**config.mk**
```make
export PLATFORM = sky130hd
export DESIGN_NAME = morse_keyer
export DESIGN_NICKNAME = d
export VERILOG_FILES = /design/src/rtl/morse_keyer.sv
export SDC_FILE = /design/constraint.sdc
export NUM_CORES = 1
export LEC_CHECK = 0
export CELL_PAD_IN_SITES_DETAIL_PLACEMENT = 2
export CELL_PAD_IN_SITES_GLOBAL_PLACEMENT = 2
export CORE_MARGIN = 8
export CORE_UTILIZATION = 34
export DETAILED_ROUTE_END_ITERATION = 7
export PLACE_DENSITY_LB_ADDON = 0.1
export SYNTH_ARGS = -nofsm -noshare
export SYNTH_HDL_FRONTEND = slang
export SYNTH_SLANG_ARGS = --single-unit
```
**constraint.sdc**
```tcl
create_clock -name clk_24 -period 2.6 [get_ports clk_24]
set_input_delay 0.52 -clock clk_24 [delete_from_list [all_inputs] [get_ports clk_24]]
set_output_delay 0.52 -clock clk_24 [all_outputs]
set_load 0.1 [all_outputs]
```
**src/rtl/morse_keyer.sv**
```systemverilog
// ASCII-to-Morse keyer: takes characters over valid/ready and drives a timed on/off key line.
// Element patterns are little-endian (bit0 sent first), 0 = dot, 1 = dash.
`timescale 1ns / 1ps
module morse_keyer #(
  parameter int unsigned UNIT_CYCLES    = 1440000,
  parameter int unsigned DAH_UNITS      = 3,
  parameter int unsigned CHAR_GAP_UNITS = 3,
  parameter int unsigned WORD_GAP_UNITS = 7
) (
  input  logic       clk_24,
  input  logic       rst,
  input  logic [6:0] ascii_in,
  input  logic       in_valid,
  output logic       in_ready,
  output logic       key_out,
  output logic       busy,
  output logic       bad_char
);

  localparam int unsigned CW = (UNIT_CYCLES > 1) ? $clog2(UNIT_CYCLES) : 1;
  localparam logic [CW-1:0] CycLast  = CW'(UNIT_CYCLES - 1);
  localparam logic [3:0]    DahLoad  = 4'(DAH_UNITS - 1);
  localparam logic [3:0]    CharLoad = 4'(CHAR_GAP_UNITS - 1);
  // The preceding character already supplied its character gap.
  localparam logic [3:0]    WordLoad = 4'(WORD_GAP_UNITS - CHAR_GAP_UNITS - 1);

  typedef enum logic [2:0] {StIdle, StLoad, StMark, StSpace, StGap} state_e;

  state_e        state_q;
  logic [CW-1:0] cyc_q;
  logic [3:0]    unit_q;
  logic [2:0]    idx_q;
  logic [2:0]    len_q;
  logic [6:0]    pat_q;
  logic          space_q;
  logic          in_ready_q;
  logic          key_q;
  logic          bad_char_q;

  logic [6:0] upper;
  logic [9:0] lk_code;  // {len, elements with the first one at bit len-1}
  logic [6:0] lk_pat;
  logic       lk_space;
  logic       lk_bad;

  function automatic logic [6:0] reverse_elems(input logic [6:0] seq, input logic [2:0] len);
    logic [6:0] r;
    r = '0;
    for (int i = 0; i < 7; i++) begin
      if (i < int'(len)) r[3'(i)] = seq[3'(int'(len) - 1 - i)];
    end
    return r;
  endfunction

  always_comb begin
    upper = ascii_in;
    if (ascii_in >= 7'h61 && ascii_in <= 7'h7A) upper = ascii_in - 7'd32;
    lk_code = '0;
    case (upper)
      7'h21: lk_code = {3'd6, 7'b0101011};
      7'h22: lk_code = {3'd6, 7'b0010010};
      7'h24: lk_code = {3'd7, 7'b0001001};
      7'h26: lk_code = {3'd5, 7'b0001000};
      7'h27: lk_code = {3'd6, 7'b0011110};
      7'h28: lk_code = {3'd5, 7'b0010110};
      7'h29: lk_code = {3'd6, 7'b0101101};
      7'h2B: lk_code = {3'd5, 7'b0001010};
      7'h2C: lk_code = {3'd6, 7'b0110011};
      7'h2D: lk_code = {3'd6, 7'b0100001};
      7'h2E: lk_code = {3'd6, 7'b0010101};
      7'h2F: lk_code = {3'd5, 7'b0010010};
      7'h30: lk_code = {3'd5, 7'b0011111};
      7'h31: lk_code = {3'd5, 7'b0001111};
      7'h32: lk_code = {3'd5, 7'b0000111};
      7'h33: lk_code = {3'd5, 7'b0000011};
      7'h34: lk_code = {3'd5, 7'b0000001};
      7'h35: lk_code = {3'd5, 7'b0000000};
      7'h36: lk_code = {3'd5, 7'b0010000};
      7'h37: lk_code = {3'd5, 7'b0011000};
      7'h38: lk_code = {3'd5, 7'b0011100};
      7'h39: lk_code = {3'd5, 7'b0011110};
      7'h3A: lk_code = {3'd6, 7'b0111000};
      7'h3B: lk_code = {3'd6, 7'b0101010};
      7'h3D: lk_code = {3'd5, 7'b0010001};
      7'h3F: lk_code = {3'd6, 7'b0001100};
      7'h40: lk_code = {3'd6, 7'b0011010};
      7'h41: lk_code = {3'd2, 7'b0000001};
      7'h42: lk_code = {3'd4, 7'b0001000};
      7'h43: lk_code = {3'd4, 7'b0001010};
      7'h44: lk_code = {3'd3, 7'b0000100};
      7'h45: lk_code = {3'd1, 7'b0000000};
      7'h46: lk_code = {3'd4, 7'b0000010};
      7'h47: lk_code = {3'd3, 7'b0000110};
      7'h48: lk_code = {3'd4, 7'b0000000};
      7'h49: lk_code = {3'd2, 7'b0000000};
      7'h4A: lk_code = {3'd4, 7'b0000111};
      7'h4B: lk_code = {3'd3, 7'b0000101};
      7'h4C: lk_code = {3'd4, 7'b0000100};
      7'h4D: lk_code = {3'd2, 7'b0000011};
      7'h4E: lk_code = {3'd2, 7'b0000010};
      7'h4F: lk_code = {3'd3, 7'b0000111};
      7'h50: lk_code = {3'd4, 7'b0000110};
      7'h51: lk_code = {3'd4, 7'b0001101};
      7'h52: lk_code = {3'd3, 7'b0000010};
      7'h53: lk_code = {3'd3, 7'b0000000};
      7'h54: lk_code = {3'd1, 7'b0000001};
      7'h55: lk_code = {3'd3, 7'b0000001};
      7'h56: lk_code = {3'd4, 7'b0000001};
      7'h57: lk_code = {3'd3, 7'b0000011};
      7'h58: lk_code = {3'd4, 7'b0001001};
      7'h59: lk_code = {3'd4, 7'b0001011};
      7'h5A: lk_code = {3'd4, 7'b0001100};
      7'h5F: lk_code = {3'd6, 7'b0001101};
      default: lk_code = '0;
    endcase
    lk_pat   = reverse_elems(lk_code[6:0], lk_code[9:7]);
    lk_space = (ascii_in == 7'h20);
    lk_bad   = !lk_space && (lk_code[9:7] == 3'd0);
  end

  logic       unit_end;
  logic       last_el;
  logic [2:0] idx_nx;

  assign unit_end = (cyc_q == CycLast) && (unit_q == 4'd0);
  assign last_el  = (idx_q == len_q - 3'd1);
  assign idx_nx   = idx_q + 3'd1;

  always_ff @(posedge clk_24 or negedge rst) begin
    if (!rst) begin
      state_q    <= StIdle;
      cyc_q      <= '0;
      unit_q     <= '0;
      idx_q      <= '0;
      len_q      <= '0;
      pat_q      <= '0;
      space_q    <= 1'b0;
      in_ready_q <= 1'b0;
      key_q      <= 1'b0;
      bad_char_q <= 1'b0;
    end else begin
      if (state_q == StMark || state_q == StSpace || state_q == StGap) begin
        if (cyc_q == CycLast) begin
          cyc_q <= '0;
          if (unit_q != 4'd0) unit_q <= unit_q - 4'd1;
        end else begin
          cyc_q <= cyc_q + 1'b1;
        end
      end
      case (state_q)
        StIdle: begin
          in_ready_q <= 1'b1;
          if (in_valid && in_ready_q) begin
            in_ready_q <= 1'b0;
            pat_q      <= lk_pat;
            len_q      <= lk_code[9:7];
            space_q    <= lk_space;
            bad_char_q <= lk_bad;
            state_q    <= StLoad;
          end
        end
        StLoad: begin
          bad_char_q <= 1'b0;
          cyc_q      <= '0;
          if (bad_char_q) begin
            in_ready_q <= 1'b1;
            state_q    <= StIdle;
          end else if (space_q) begin
            unit_q  <= WordLoad;
            state_q <= StGap;
          end else begin
            idx_q   <= '0;
            unit_q  <= pat_q[0] ? DahLoad : 4'd0;
            key_q   <= 1'b1;
            state_q <= StMark;
          end
        end
        StMark: begin
          if (unit_end) begin
            key_q   <= 1'b0;
            unit_q  <= last_el ? CharLoad : 4'd0;
            state_q <= StSpace;
          end
        end
        StSpace: begin
          if (unit_end) begin
            if (last_el) begin
              in_ready_q <= 1'b1;
              state_q    <= StIdle;
            end else begin
              idx_q   <= idx_nx;
              unit_q  <= pat_q[idx_nx] ? DahLoad : 4'd0;
              key_q   <= 1'b1;
              state_q <= StMark;
            end
          end
        end
        StGap: begin
          if (unit_end) begin
            in_ready_q <= 1'b1;
            state_q    <= StIdle;
          end
        end
        default: state_q <= StIdle;
      endcase
    end
  end

  assign in_ready = in_ready_q;
  assign key_out  = key_q;
  assign busy     = (state_q != StIdle);
  assign bad_char = bad_char_q;

endmodule

```
==> impl_metrics.toml <==
[outcome]
status = "finished, violations left"
violations = "negative setup slack"

[grt]
grt_max_degree = 25
grt_antenna_before_repair = 0
grt_usage_pct = 21.78
grt_pass1_vias = 4784
grt_first_pass_wirelength_mm = 25.60
grt_remaining_overflow = 0

[logic_synthesis]
synth_area_sq_mm = 0.003784
synth_edf_count = 0
synth-seq-cells = 42
avgSynthCellArea_sq_um = 7.834
synth-async-reset-ratio_pct = 100.0
synthFlopType = "dfrtp_1"
synth_seq_area_share_pct = 27.78
yosysUniqueCellTypes = 70
synthCells = 483
yosys_warnings = 0
synth_fp_nets = 510

[die]
die_w_um = 121.5
design.core.area_sq_mm = 0.01084
dieArea_sq_mm = 0.01476
rows = 38
dieHeight_um = 121.5
io_pins = 14
start_util_pct = 34.90

[drt]
initialDrtViolationCount = 325
wl_met2_mm = 10.02
drc = 0
drtAntennaViolNets = 0
vias = 4483
routed_wl_mm = 19.11
wl_met1_mm = 7.904
wl_met3_um = 528
highest_layer = "met4"
first_pass_iters = 4
wl_per_cell_um = 25.90
avgViaCountPerCell = 6.075

[placement]
dp_cells = 713
port_buffers = 13
dp_hpwl_mm = 11.54
place.gp.congestion = 0.8879

[sta]
fin_crit_sh_pct = 118.8
hold_viol_final = 0
worstMarginPinSlew_ns = 0.6131
max_freq_mhz = 323.7
finalSetupViolCount = 7
min_period_ns = 3.089
finalClockSkew_ns = 0.005962
finalMaxSlewViolations = 0
max_slew_margin_pct = 58.98
rsz0062_at_grt = "true"
worst_slack_ns = -0.4895

[power_and_ir_drop]
p_per_area_mw_per_mm2 = 588.4
finalPower_w = 0.003235
p_sw_share_pct = 48.29
internal-power_w = 0.001673
cellLeakagePower_nw = 2.351
combinationalPowerShare_pct = 56.1
pwr-share-seq_pct = 29.5
net-switching-power_w = 0.001562
clockPowerShare_pct = 14.4
peakVddDrop_v = 0.0005179

[worst_setup_path]
required_ns = 2.79
crit_slowest_cell = "o32a_1"
critical_path.max_stage_delay_ns = 0.37
cp_cell_sequence = "buf_6 -> buf_6 -> inv_6 -> buf_6 -> ha_4 -> buf_6 -> nor2_4 -> o32a_1 -> a211o_1 -> a32oi_1 -> mux2i_2 -> buf_4 -> xor2_4 -> nor2b_1 -> a32oi_1 -> nand2_1"
r2r_start = "cyc_q[19]$_DFFE_PN0P_"
critPathMaxFanout = 4
worst-path-buf-inv = 6
arrival_ns = 3.28
worstSetupStartpoint = "ascii_in[1]"
cp_top_family = "compound AO/OA/AOI/OAI gates"
critPathLaunchType = "input pin"
crit_top_cell = "buf_6"
worst_setup_path_end_kind = "flip-flop"
path_class = "in2reg"

[run]
maxCapViolCount = 0

[clock_tree]
clk_latency_ns = 0.32
cts_sinks = 42
cts_hold_buf = 0
cts-root-buf = "clkbuf_8"
tritoncts = "done"
htreeDepth = 2
cts_max_path_buffers = 2
clk_pin_slew_ns = 0.09
numCtsBuffers = 5

[final_layout]
final_nets = 624
drive_above_1_share_pct = 37.96
seq_area_sq_mm = 0.001051
final_cell_mix = "buf_4, nand2_1, nor2_1"
final_cells = 738
nFillCells = 1197
multi_input_area_sq_mm = 0.002983
area_delta_synth_final_pct = 45.30
layout_commonest_cell = "buf_4"
diodes = 0

[hold_path]
worstHoldPathType = "in2async"
[logic make-up after synthesis]
logic type / Yosys count / synth area share (%)
DFF: 42 / 27.78
AOI/OAI and AO/OA: 143 / 24.97
muxes: 13 / 4.927
xor gates and xnor gates: 14 / 3.241
buffers and inverters: 46 / 5.291
adders and majority gates: 17 / 5.622
and+or+nand+nor: 208 / 28.18
[worst paths after layout]
path | slack (ns) | endpoint | cells after the start
worst max-delay path | -0.49 | pat_q[2]$_DFFE_PN0P_ | 16
worst min-delay path | 0.19 | unit_q[3]$_DFF_PN0_ | 1
worst min register to register | 0.49 | len_q[1]$_DFFE_PN0P_ | 2
min in group clk_24 | 0.49 | len_q[1]$_DFFE_PN0P_ | 2
max in group asynchronous | 1.83 | idx_q[0]$_DFFE_PN0P_ | 2
worst max register to register | -0.11 | unit_q[1]$_DFF_PN0_ | 11
[metrics by stage]
step | hold slack, ns | util [%] | setup WS, ns | instance area [sq um] | TNS (ns)
2_1_floorplan | 0.2244 | - | -0.4360 | 3929 | -0.8687
3_3_place_gp | 0.4610 | 44.92 | -0.9053 | 4870 | -4.823
3_5_place_dp | 0.4783 | 44.92 | -1.059 | 4870 | -5.862
4_1_cts | 0.2018 | 48.49 | -0.3315 | 5256 | -0.7543
5_1_grt | 0.2046 | 50.72 | -0.5155 | 5498 | -2.070
6_report | 0.1878 | 50.72 | -0.4895 | 5498 | -1.596
[final cells by class]
class / instances / share of cell area, %
timing repair buffer: 135 / 20.37
multi-input combinational: 395 / 54.26
sequential: 42 / 19.12
clock inverter: 2 / 0.2503
clock buffer: 6 / 1.320
tap: 140 / 3.186
inverter: 18 / 1.502
[sequential cells by signal, indices dropped and copies added (netlist names)]
signal and count:
idx_q 3, space_q 1, state_q 3, unit_q 4, len_q 3, pat_q 4, bad_char 1, key_out 1
in_ready 1, cyc_q 21
[power groups by stage]
stage	sequential (W)	combinational (W)	clock [W]
6_report	0.000956	0.00181	0.000466
5_1_grt	0.000971	0.00193	0.000504
4_1_cts	0.000929	0.00162	0.000470
3_5_place_dp	0.000940	0.00154	0
3_3_place_gp	0.000930	0.00145	0
2_1_floorplan	0.00104	0.000836	0
[cells in the mapped netlist (all sizes together), types with 4 or more instances]
cell    number  area [sq um]
nor3        20         100.1
and3        11         68.82
mux2         6         75.07
inv         17         66.32
nor2b        8         50.05
xor2         6         52.55
clkbuf      16         60.06
a211oi       5         37.54
mux2i        4         43.79
a32oi        4         35.03
nand2       50         187.7
and2         5         33.78
nand3       17         97.60
a21oi       31         158.9
xnor2        8         70.07
nand4        7         43.79
o31ai        4         48.79
o211ai      11         82.58
or3          6         42.54
a22oi        4         30.03
nor2        50         190.2
a22o         6         52.55
nor3b        5         48.80
nand3b       4         30.03
o21ai       43         215.2
a31oi        4         25.02
dfrtp       42          1051
nor4         5         37.53
buf         12         70.07
ha          17         212.7
or2          5         31.28
nand2b      12         75.07
[repair_timing]
item,4_1_cts,5_1_grt
resized for setup,61,48
endpoints found under the setup margin,13,12
buffers inserted,14,6
pin swaps,36,27
[worst reg2reg max path, cell delays in order, from the launching register on]
cell      delay [ns]
dfrtp_1         0.40
or4b_4          0.55
nor4_4          0.17
buf_4           0.17
and2_4          0.14
nor3b_4         0.22
mux2_4          0.21
buf_4           0.12
nand2_1         0.07
o311ai_1        0.12
o21ai_1         0.13
o31a_1          0.30
[routing by layer]
layer	global-route usage [%]	vias to the layer above
met5	0	-
met4	7.093	0
met3	3.350	39
met2	38.68	99
met1	26.14	2347
li1	-	1998
Power figures use the tool's default switching activity.
